==> config.mk <==
export PLATFORM = sky130hd
export DESIGN_NAME = ir_queue
export DESIGN_NICKNAME = d
export VERILOG_FILES = /design/src/rtl/ir_queue.sv
export SDC_FILE = /design/constraint.sdc
export NUM_CORES = 1
export LEC_CHECK = 0
export ABC_AREA = 1
export BUFFER_PORTS_ARGS = -buffer_cell sky130_fd_sc_hd__buf_2
export CAP_MARGIN = 20
export CORE_ASPECT_RATIO = 1.5
export CORE_MARGIN = 5
export CORE_UTILIZATION = 40
export CTS_CLUSTER_DIAMETER = 60
export DETAILED_ROUTE_END_ITERATION = 7
export GPL_TIMING_DRIVEN = 0
export PLACE_DENSITY = 0.55
export SYNTH_ARGS = -nofsm -noshare
export SYNTH_HDL_FRONTEND = slang
export SYNTH_SLANG_ARGS = --single-unit
==> constraint.sdc <==
create_clock -name clk -period 5.2 [get_ports clk]
set_clock_uncertainty 0.05 [all_clocks]
set_input_delay 0.52 -clock clk [delete_from_list [all_inputs] [get_ports clk]]
set_output_delay 0.52 -clock clk [all_outputs]
set_load 0.005 [all_outputs]
==> src/rtl/ir_queue.sv <==
// ir_queue: DEPTH-entry instruction FIFO between fetch and decode; define IRQ_BYPASS_EN for same-cycle empty-queue bypass.
module ir_queue #(
    parameter int WIDTH = 12,
    parameter int DEPTH = 4,
    localparam int CW = $clog2(DEPTH + 1)
) (
    input  logic             clk,
    input  logic             reset,
    input  logic             ir_ld,
    input  logic [WIDTH-1:0] ins,
    input  logic             ir_next,
    input  logic             flush,
    output logic [WIDTH-1:0] instruction,
    output logic             ir_valid,
    output logic             full,
    output logic [CW-1:0]    count,
    output logic             ovf
);
    localparam int PW = (DEPTH > 1) ? $clog2(DEPTH) : 1;
    localparam logic [PW-1:0] LAST = PW'(DEPTH - 1);
    logic [WIDTH-1:0] r_mem [DEPTH];
    logic [PW-1:0]    r_wp, r_rp;
    logic [CW-1:0]    r_count;
    logic             r_ovf;
    logic             w_empty, w_full, w_byp, w_push, w_pop;
`ifdef IRQ_BYPASS_EN
    assign w_byp = w_empty && ir_ld && !flush;
`else
    assign w_byp = 1'b0;
`endif
    always_comb begin
        w_empty     = r_count == '0;
        w_full      = r_count == CW'(DEPTH);
        // A bypassed word consumed in the same cycle is never stored
        w_push      = ir_ld && (!w_full || ir_next) && !(w_byp && ir_next);
        w_pop       = ir_next && !w_empty;
        ir_valid    = !w_empty || w_byp;
        instruction = !w_empty ? r_mem[r_rp] : (w_byp ? ins : '0);
        full        = w_full;
        count       = r_count;
        ovf         = r_ovf;
    end
    always_ff @(posedge clk) begin
        if (reset || flush) begin
            r_wp    <= '0;
            r_rp    <= '0;
            r_count <= '0;
            r_ovf   <= 1'b0;
        end else begin
            if (w_push) r_wp <= (r_wp == LAST) ? '0 : r_wp + 1'b1;
            if (w_pop) r_rp <= (r_rp == LAST) ? '0 : r_rp + 1'b1;
            r_count <= r_count + CW'(w_push) - CW'(w_pop);
            if (ir_ld && w_full && !ir_next) r_ovf <= 1'b1;
        end
    end
    always_ff @(posedge clk) begin
        if (!reset && !flush && w_push) r_mem[r_wp] <= ins;
    end
endmodule

==> results of run 1 <==
[cell usage after synthesis]
master	n	area (um^2)
a21oi_1	14	70.1
buf_12	2	40.0
buf_2	1	5.00
buf_4	1	7.51
buf_6	4	45.0
dfxtp_1	10	200
edfxtp_1	48	1440
fa_1	1	20.0
ha_1	7	87.6
inv_1	16	60.1
inv_2	3	11.3
nand2_1	8	30.0
nand2_2	1	6.26
nand3_1	3	15.0
nand3b_1	1	7.51
nor2_1	36	135
nor2_2	31	194
o21ai_0	6	30.0
o21ai_1	20	100
xor2_1	1	8.76
[worst max-delay path: stages, from the launching register on]
cell and delay, ns:
dfxtp_1 0.34, nor2_2 0.14, nand2_2 0.08, inv_1 0.10
buf_2 0.28, a21oi_1 0.09, buf_2 0.14
[report_power, final]
part | switching (mW) | leakage, nW | internal [mW] | total (mW)
sequential | 0.00478 | 0.515 | 0.511 | 0.516
clock | 0.166 | 0.118 | 0.313 | 0.479
combinational | 0.0537 | 0.558 | 0.0374 | 0.0911
[worst min path at each step]
stage | start | to | slack [ns] | cells after the start
CTS | ins[10] | r_mem[2][10]$_DFFE_PP_ | 0.34 | 1
floorplan | ovf$_SDFFE_PP0P_ | ovf$_SDFFE_PP0P_ | 0.40 | 2
global placement | ovf$_SDFFE_PP0P_ | ovf$_SDFFE_PP0P_ | 0.39 | 2
detailed placement | ovf$_SDFFE_PP0P_ | ovf$_SDFFE_PP0P_ | 0.40 | 2
global route | ins[4] | r_mem[3][4]$_DFFE_PP_ | 0.34 | 1
finish | ins[2] | r_mem[2][2]$_DFFE_PP_ | 0.35 | 1
[layout make-up]
| class | count | area [um^2] |
|---|---|---|
| fill | 555 | 3080 |
| sequential | 58 | 1640 |
| multi-input combinational | 129 | 704 |
| timing repair buffer | 38 | 215 |
| clock buffer | 9 | 124 |
| clock inverter | 7 | 108 |
| buffer | 8 | 97.6 |
| tap | 74 | 92.6 |
| inverter | 19 | 71.3 |
[routing by layer]
metal / routed length (um) / up-vias / track usage [%]
li1: - / 816 / -
met1: 1850 / 741 / 14.0
met2: 2590 / 44 / 23.5
met3: 355 / 13 / 4.22
met4: 132 / 0 / 7.89
met5: 0 / - / 0
[cells by family (layout without fill, tap and decap cells)]
| logic type | after synthesis | after routing | synth area share [%] |
|---|---|---|---|
| and+or+nand+nor | 80 | 80 | 15.4 |
| DFF | 58 | 58 | 65.3 |
| AOI/OAI and AO/OA | 40 | 40 | 7.96 |
| buffers and inverters | 27 | 81 | 6.72 |
| adders and majority gates | 8 | 8 | 4.28 |
| xor gates and xnor gates | 1 | 1 | 0.348 |
[through the flow]
step | utilization, % | setup slack (ns) | cells | cell area [um^2]
6_report | 49.8 | 3.12 | 342 | 3050
5_1_grt | 49.8 | 3.01 | 342 | 3050
4_1_cts | 49.8 | 3.08 | 342 | 3050
3_5_place_dp | 46.0 | 2.82 | 326 | 2820
3_3_place_gp | 45.3 | 2.57 | 322 | 2780
2_1_floorplan | - | 3.24 | 214 | 2510
[state kept, by name (all words and copies together) (netlist names), named ones only]
register / flops
count: 3
ovf: 1
r_mem: 48
r_wp: 2
r_rp: 2
==> results.sh, run 1 <==
export IMPL_period_share_pct=40.0
export IMPL_critical_path_startpoint_type="flip-flop"
export IMPL_dieArea_mm2=0.00801
export IMPL_syn_area_mm2=0.00251
export IMPL_clock_sinks=58
export IMPL_worstReg2RegStart="count[0]$_SDFF_PP0_"
export IMPL_maxSlewHeadroom_pct=55.6
export IMPL_ys_types=20
export IMPL_p_per_area_mw_per_mm2=356
export IMPL_drt_iter0_drc=49
export IMPL_grt_usage_pct=13.6
export IMPL_hold_class="input port to flip-flop"
export IMPL_tightest_slew_ns=0.664
export IMPL_critPathMaxFanout=10
export IMPL_cts_tree="yes"
export IMPL_fp_row_count=35
export IMPL_fin_hold_ws_ns=0.348
export IMPL_start_util_pct=41.0
export IMPL_place_congestion=0.718
export IMPL_r2r_end="count[2]$_SDFF_PP0_"
export IMPL_die_w_um=74.7
export IMPL_post_drt_via_cell_ratio=4.72
export IMPL_cts_hold_buffers=0
export IMPL_ys_ff_latch=58
export IMPL_wl_per_cell_um=14.4
export IMPL_grt_max_degree=11
export IMPL_max_clock_freq_mhz=481
export IMPL_die_h_um=107
export IMPL_leakagePower_nw=1.19
export IMPL_avgSynthCellArea_um2=11.8
export IMPL_drtPass1Iterations=4
export IMPL_hold_violations=0
export IMPL_diodes=0
export IMPL_ff2ff_setup_slack_ns=3.18
export IMPL_cts_buffer_depth=2
export IMPL_dp_hpwl_um=3430
export IMPL_core_mm2=0.00613
export IMPL_cp_startpoint="count[1]$_SDFF_PP0_"
export IMPL_max_cap_viol_count=0
export IMPL_num_nets_final=288
export IMPL_worstSkewPairLatency_ns=0.33
export IMPL_drive_above_1_share_pct=35.4
export IMPL_yosysSeqAreaShare_pct=65.3
export IMPL_report_final_slew_viol_count=0
export IMPL_ys_warn_count=0
export IMPL_drc=0
export IMPL_cp_data_required_time_ns=4.63
export IMPL_r2r_cells=9
export IMPL_clock_root_buffer="clkbuf_8"
export IMPL_ant_nets=0
export IMPL_p_total_mw=1.09
export IMPL_synth_nets=239
export IMPL_vias=1614
export IMPL_layout_common_cells="edfxtp_1, nor2_1, buf_2"
export IMPL_grt_first_pass_wirelength_um=7620
export IMPL_status="finished clean"
export IMPL_fin_tns_setup_ns=0
export IMPL_ioPinCount=35
export IMPL_antenna_found_initial=0
export IMPL_post_cts_buffers=0
export IMPL_final_common_cell="edfxtp_1"
export IMPL_grt_pass1_vias=1609
export IMPL_worstSetupEndpointType="output pin"
export IMPL_cp_endpoint="instruction[3]"
export IMPL_path_class="flip-flop to output pin"
export IMPL_htreeDepth=3
export IMPL_setup_viol=0
export IMPL_crit_arrival_ns=1.51
export IMPL_cts_buffers_inserted=9
export IMPL_vdd_drop_max_mv=0.217
export IMPL_drt_wl_total_um=4930
export IMPL_cts_resized_gates=0
export IMPL_rsz0062_at_grt="false"
export IMPL_areaGrowthSynthToFinish_pct=21.4
export IMPL_fin_crit_ns=2.08
export IMPL_port_buffers=34
export IMPL_path_clk_slew_ns=0.06
export IMPL_overflow=0
export IMPL_syn_instance_count=214
Note: power is estimated with default switching activity, not from simulation.
==> run 2, diff against run 1 <==
--- a/config.mk
+++ b/config.mk
@@ -14,7 +14,7 @@
 export CTS_CLUSTER_DIAMETER = 60
 export DETAILED_ROUTE_END_ITERATION = 7
 export GPL_TIMING_DRIVEN = 0
-export PLACE_DENSITY = 0.55
+export PLACE_DENSITY = 0.57
 export SYNTH_ARGS = -nofsm -noshare
 export SYNTH_HDL_FRONTEND = slang
 export SYNTH_SLANG_ARGS = --single-unit
==> constraint.sdc (replaced) <==
create_clock -name clk -period 1.8 [get_ports clk]
set_clock_uncertainty 0.05 [all_clocks]
set_input_delay 0.18 -clock clk [delete_from_list [all_inputs] [get_ports clk]]
set_output_delay 0.18 -clock clk [all_outputs]
set_load 0.005 [all_outputs]
==> run 2 against run 1 <==
Compared with the run above:
- the flow now finishes with violations (negative setup slack)
- power increased to 3.1 times the previous value
- non-clock buffer count increased by 11
- via count increased by 3.7%
- critical path depth increased by 4
- largest power group is now clock
==> results.sh, run 2 (synthesized netlist as in run 1, its figures left out) <==
export IMPL_max_cap_viol_count=0
export IMPL_drtPass1Iterations=4
export IMPL_die_h_um=107
export IMPL_die_w_um=74.7
export IMPL_dp_hpwl_um=3340
export IMPL_critical_path_startpoint_type="flip-flop"
export IMPL_status="finished, violations left"
export IMPL_maxSlewHeadroom_pct=51.9
export IMPL_tightest_slew_ns=0.720
export IMPL_start_util_pct=41.0
export IMPL_slowest_stage="fa_2"
export IMPL_r2r_end="count[1]$_SDFF_PP0_"
export IMPL_critPathMaxFanout=2
export IMPL_path_class="flip-flop to flip-flop"
export IMPL_ff2ff_setup_slack_ns=-0.05
export IMPL_drt_iter0_drc=63
export IMPL_cts_buffers_inserted=9
export IMPL_leakagePower_nw=1.26
export IMPL_cp_top_family="adder cells"
export IMPL_drive_above_1_share_pct=40.9
export IMPL_layout_common_cells="edfxtp_1, nor2_1, buf_2"
export IMPL_period_share_pct=103
export IMPL_dieArea_mm2=0.00801
export IMPL_hp_start="ins[3]"
export IMPL_vdd_drop_max_mv=0.609
export IMPL_vias=1674
export IMPL_pre_cts_ws_ns=-0.430
export IMPL_cts_tree="yes"
export IMPL_diodes=0
export IMPL_num_nets_final=299
export IMPL_final_common_cell="edfxtp_1"
export IMPL_antenna_found_initial=0
export IMPL_failed_checks="negative setup slack"
export IMPL_cp_cell_sequence="nor2_4, nand2_2, nand2_2, inv_2, ha_4, inv_2, ha_4, fa_2, inv_1, nor2_1"
export IMPL_cp_slowest_stage_delay_ns=0.51
export IMPL_min_to="r_mem[3][3]$_DFFE_PP_"
export IMPL_crit_arrival_ns=2.06
export IMPL_clock_sinks=58
export IMPL_fp_row_count=35
export IMPL_largest_reg_flops=48
export IMPL_areaGrowthSynthToFinish_pct=29.1
export IMPL_max_clock_freq_mhz=541
export IMPL_grt_first_pass_wirelength_um=7850
export IMPL_clock_root_buffer="clkbuf_8"
export IMPL_overflow=0
export IMPL_grt_pass1_vias=1632
export IMPL_path_clk_slew_ns=0.07
export IMPL_hold_class="input port to flip-flop"
export IMPL_cp_startpoint="count[0]$_SDFF_PP0_"
export IMPL_cts_buffer_depth=2
export IMPL_ant_nets=0
export IMPL_post_drt_via_cell_ratio=4.74
export IMPL_core_mm2=0.00613
export IMPL_worstSetupEndpointType="flip-flop"
export IMPL_fin_crit_ns=1.85
export IMPL_r2r_cells=10
export IMPL_hold_violations=0
export IMPL_top_register="r_mem"
export IMPL_report_final_slew_viol_count=0
export IMPL_p_total_mw=3.35
export IMPL_setup_viol=1
export IMPL_port_buffers=34
export IMPL_worstSkewPairLatency_ns=0.33
export IMPL_place_congestion=0.732
export IMPL_cp_data_required_time_ns=2.01
export IMPL_layout_setup_ws_ns=-0.0488
export IMPL_nFillCells=533
export IMPL_htreeDepth=3
export IMPL_grt_max_degree=13
export IMPL_rsz0062_at_grt="true"
export IMPL_wl_per_cell_um=14.5
export IMPL_ioPinCount=35
export IMPL_p_per_area_mw_per_mm2=1030
export IMPL_drt_wl_total_um=5140
export IMPL_grt_usage_pct=13.9
export IMPL_drc=0
export IMPL_worstReg2RegStart="count[0]$_SDFF_PP0_"
export IMPL_critPathBufInv=3
export IMPL_worst_hold_path_num_cells=1
run 2: cell types whose count changed in the layout (fill, tap and decap cells not counted), sizes merged:
cell / before / now
buf: 46 / 50
clkbuf: 9 / 12
clkinv: 4 / 2
dlygate4sd3: 0 / 5
bufinv: 3 / 4
run 2: repair_timing:
action,4_1_cts,5_1_grt
setup endpoints to repair,14,13
buffers inserted,5,0
hold endpoints to repair,12,5
gates cloned,0,2
pin swaps,8,6
resized for setup,12,5
hold buffers,3,2
run 2: routing by layer:
| metal | vias to the layer above | part of all wire [%] | track usage (%) |
|---|---|---|---|
| met2 | 40 | 56 | 25.3 |
| met4 | 0 | 2.3 | 6.49 |
| met3 | 11 | 5.2 | 4.41 |
| li1 | 841 | - | - |
| met5 | - | 0 | 0 |
| met1 | 782 | 37 | 13.8 |
run 2: area by class of cell:
type | instances | area, um^2 | share of cell area [%]
Sequential cell | 58 | 1650 | 50.9
Multi-Input combinational cell | 129 | 749 | 23.1
Timing Repair Buffer | 49 | 320 | 9.87
Clock inverter | 6 | 129 | 3.97
Clock buffer | 10 | 128 | 3.93
Buffer | 8 | 104 | 3.20
Tap cell | 74 | 92.6 | 2.85
Inverter | 19 | 71.3 | 2.20
run 2: worst register-to-register path: stages, from the launching register on:
cell and delay (ns):
dfxtp_4 0.35, nor2_4 0.12, nand2_2 0.07, nand2_2 0.09, inv_2 0.05, ha_4 0.25, inv_2 0.04, ha_4 0.15
fa_2 0.51, inv_1 0.04, nor2_1 0.06
run 2: worst max-delay path by stage:
| stage | depth (start not counted) | endpoint | slack [ns] |
|---|---|---|---|
| 2_1_floorplan | 10 | count[2]$_SDFF_PP0_ | -0.002 |
| 3_3_place_gp | 4 | r_mem[2][6]$_DFFE_PP_ | -0.48 |
| 3_5_place_dp | 4 | r_mem[0][9]$_DFFE_PP_ | -0.43 |
| 4_1_cts | 10 | count[1]$_SDFF_PP0_ | -0.04 |
| 5_1_grt | 10 | count[1]$_SDFF_PP0_ | -0.11 |
| 6_report | 10 | count[1]$_SDFF_PP0_ | -0.05 |
run 2: per-stage QoR:
step	setup TNS [ns]	cells	utilization, %	hold WS, ns	instance area, um^2
after detailed placement	-6.22	325	45.9	0.347	2810
after global routing	-0.178	353	52.9	0.000699	3250
after global placement	-21.04	322	45.4	0.347	2780
final	-0.0488	353	52.9	0.0169	3250
after floorplan	-0.00164	214	-	0.229	2520
after CTS	-0.0435	349	52.0	0.00123	3190
run 2: report_power, final:
part / switching [mW] / internal (mW) / leakage [nW]
logic: 0.177 / 0.148 / 0.616
clock network: 0.484 / 1.05 / 0.128
registers: 0.0142 / 1.48 / 0.517
total: 0.675 / 2.68 / 1.26
==> run 3, diff against run 2 <==
--- a/config.mk
+++ b/config.mk
@@ -15,6 +15,7 @@
 export DETAILED_ROUTE_END_ITERATION = 7
 export GPL_TIMING_DRIVEN = 0
 export PLACE_DENSITY = 0.57
+export RECOVER_POWER = 25
 export SYNTH_ARGS = -nofsm -noshare
 export SYNTH_HDL_FRONTEND = slang
 export SYNTH_SLANG_ARGS = --single-unit
==> run 3 against run 2 <==
Compared with the run above:
- the run still ends with negative setup slack left
- cell area is 0.31% lower
- register-to-register slack barely moved
- combinational power about the same
- flip-flop and latch count unchanged
- wire length is 0.64% lower
- first-iteration DRC count increased by 16%
- critical path depth did not move
- utilization is 0.16 points lower
- sequential power about the same
- die area did not move
- count of clock-buffer cells in the layout stayed put
- fmax is essentially flat
- highest routed layer unchanged
==> results.sh, run 3 (synthesized netlist as in run 1, its figures left out) <==
export IMPL_port_buffers=34
export IMPL_r2r_cells=10
export IMPL_cts_buffers_inserted=9
export IMPL_top_layer="met4"
export IMPL_setup_viol=1
export IMPL_hold_class="input port to flip-flop"
export IMPL_hp_start="ins[11]"
export IMPL_drive_above_1_share_pct=38.0
export IMPL_largest_reg_flops=48
export IMPL_report_final_slew_viol_count=0
export IMPL_path_class="flip-flop to flip-flop"
export IMPL_drt_wl_total_um=5100
export IMPL_ioPinCount=35
export IMPL_nFillCells=536
export IMPL_period_share_pct=103
export IMPL_rsz0062_at_grt="true"
export IMPL_wl_met1_um=1900
export IMPL_vias=1658
export IMPL_leakagePower_nw=1.24
export IMPL_diodes=0
export IMPL_worstReg2RegStart="count[0]$_SDFF_PP0_"
export IMPL_hold_violations=0
export IMPL_drt_iter0_drc=73
export IMPL_postPlaceCellArea_mm2=0.00281
export IMPL_drc=0
export IMPL_cp_endpoint="count[1]$_SDFF_PP0_"
export IMPL_crit_arrival_ns=2.06
export IMPL_final_cell_area_mm2=0.00324
export IMPL_worstSetupEndpointType="flip-flop"
export IMPL_num_nets_final=299
export IMPL_critPathMaxFanout=2
export IMPL_fp_row_count=35
export IMPL_failed_checks="negative setup slack"
export IMPL_grt_max_degree=13
export IMPL_r2r_end="count[1]$_SDFF_PP0_"
export IMPL_cp_startpoint="count[0]$_SDFF_PP0_"
export IMPL_dp_hpwl_um=3340
export IMPL_die_w_um=74.7
export IMPL_wl_per_cell_um=14.5
export IMPL_dr_wl_met3_um=265
export IMPL_antenna_found_initial=0
export IMPL_overflow=0
export IMPL_met2_length_um=2850
export IMPL_path_clk_slew_ns=0.06
export IMPL_critical_path_startpoint_type="flip-flop"
export IMPL_grt_first_pass_wirelength_um=7850
export IMPL_status="finished, violations left"
export IMPL_areaGrowthSynthToFinish_pct=28.7
export IMPL_place_congestion=0.732
export IMPL_die_h_um=107
export IMPL_htreeDepth=3
export IMPL_tightest_slew_ns=0.705
export IMPL_max_cap_viol_count=0
export IMPL_post_drt_via_cell_ratio=4.70
export IMPL_fin_crit_ns=1.85
export IMPL_place_inst=325
export IMPL_cp_data_required_time_ns=2.01
export IMPL_cts_buffer_depth=2
export IMPL_grt_usage_pct=13.9
export IMPL_final_common_cell="edfxtp_1"
export IMPL_worstSkewPairLatency_ns=0.32
export IMPL_layout_setup_ws_ns=-0.0495
export IMPL_vdd_drop_max_mv=0.609
export IMPL_layout_common_cells="edfxtp_1, nor2_1, nor2_2"
export IMPL_grt_pass1_vias=1632
export IMPL_drtPass1Iterations=4
export IMPL_ff2ff_setup_slack_ns=-0.05
export IMPL_clock_sinks=58
export IMPL_ant_nets=0
export IMPL_cts_tree="yes"
export IMPL_core_mm2=0.00613
export IMPL_maxSlewHeadroom_pct=53.0
export IMPL_fin_hold_ws_ns=0.0670
export IMPL_fin_cells=353
export IMPL_max_clock_freq_mhz=541
export IMPL_clock_root_buffer="clkbuf_8"
export IMPL_dieArea_mm2=0.00801
export IMPL_start_util_pct=41.0
export IMPL_top_register="r_mem"
export IMPL_p_per_area_mw_per_mm2=1030
## run 3: critical path, cell delays in order (launching register included)
cell and delay [ns]:
dfxtp_4 0.35, nor2_4 0.12, nand2_2 0.07, nand2_2 0.09
inv_2 0.05, ha_4 0.25, inv_2 0.04, ha_4 0.15
fa_2 0.51, inv_1 0.04, nor2_1 0.06
## run 3: power by group
group          internal (mW)  total, mW  switching [mW]
logic                  0.146      0.322           0.177
clock network           1.05       1.54           0.483
registers               1.48       1.49          0.0142
total                   2.67       3.35           0.674
## run 3: metal layers
metal	vias to the layer above	track usage, %
met5	-	0
met3	8	4.41
met1	766	13.8
met2	43	25.3
li1	841	-
met4	0	6.49
## run 3: metrics by stage
stage | setup TNS, ns | setup WS [ns] | power, mW | util, %
floorplan | -0.00164 | -0.00164 | 1.68 | -
global placement | -21.04 | -0.480 | 1.78 | 45.4
detailed placement | -6.22 | -0.430 | 1.79 | 45.9
CTS | -0.0435 | -0.0355 | 3.36 | 52.0
global route | -0.178 | -0.108 | 3.50 | 52.8
finish | -0.0495 | -0.0495 | 3.35 | 52.8
## run 3: final cells by class
class	count	area [um^2]	share of cell area [%]
Buffer	8	104	3.21
Clock buffer	10	128	3.94
Clock inverter	6	129	3.98
Inverter	19	71.3	2.20
Multi-Input combinational cell	129	749	23.2
Sequential cell	58	1650	51.0
Tap cell	74	92.6	2.86
Timing Repair Buffer	49	310	9.59
## run 3: how the worst min path moves through the flow
stage | cells after the start | to
finish | 1 | r_mem[0][11]$_DFFE_PP_
global route | 1 | r_mem[3][11]$_DFFE_PP_
CTS | 1 | r_mem[2][4]$_DFFE_PP_
detailed placement | 1 | r_mem[0][11]$_DFFE_PP_
global placement | 1 | r_mem[2][10]$_DFFE_PP_
floorplan | 0 | r_mem[0][0]$_DFFE_PP_
## run 3: timing repair
item / CTS / global route
hold buffers: 3 / 2
endpoints found under the setup margin: 14 / 13
pin swaps: 8 / 6
cloned: 0 / 2
hold endpoints to repair: 12 / 5
setup buffers: 5 / 0
resized for setup: 12 / 5
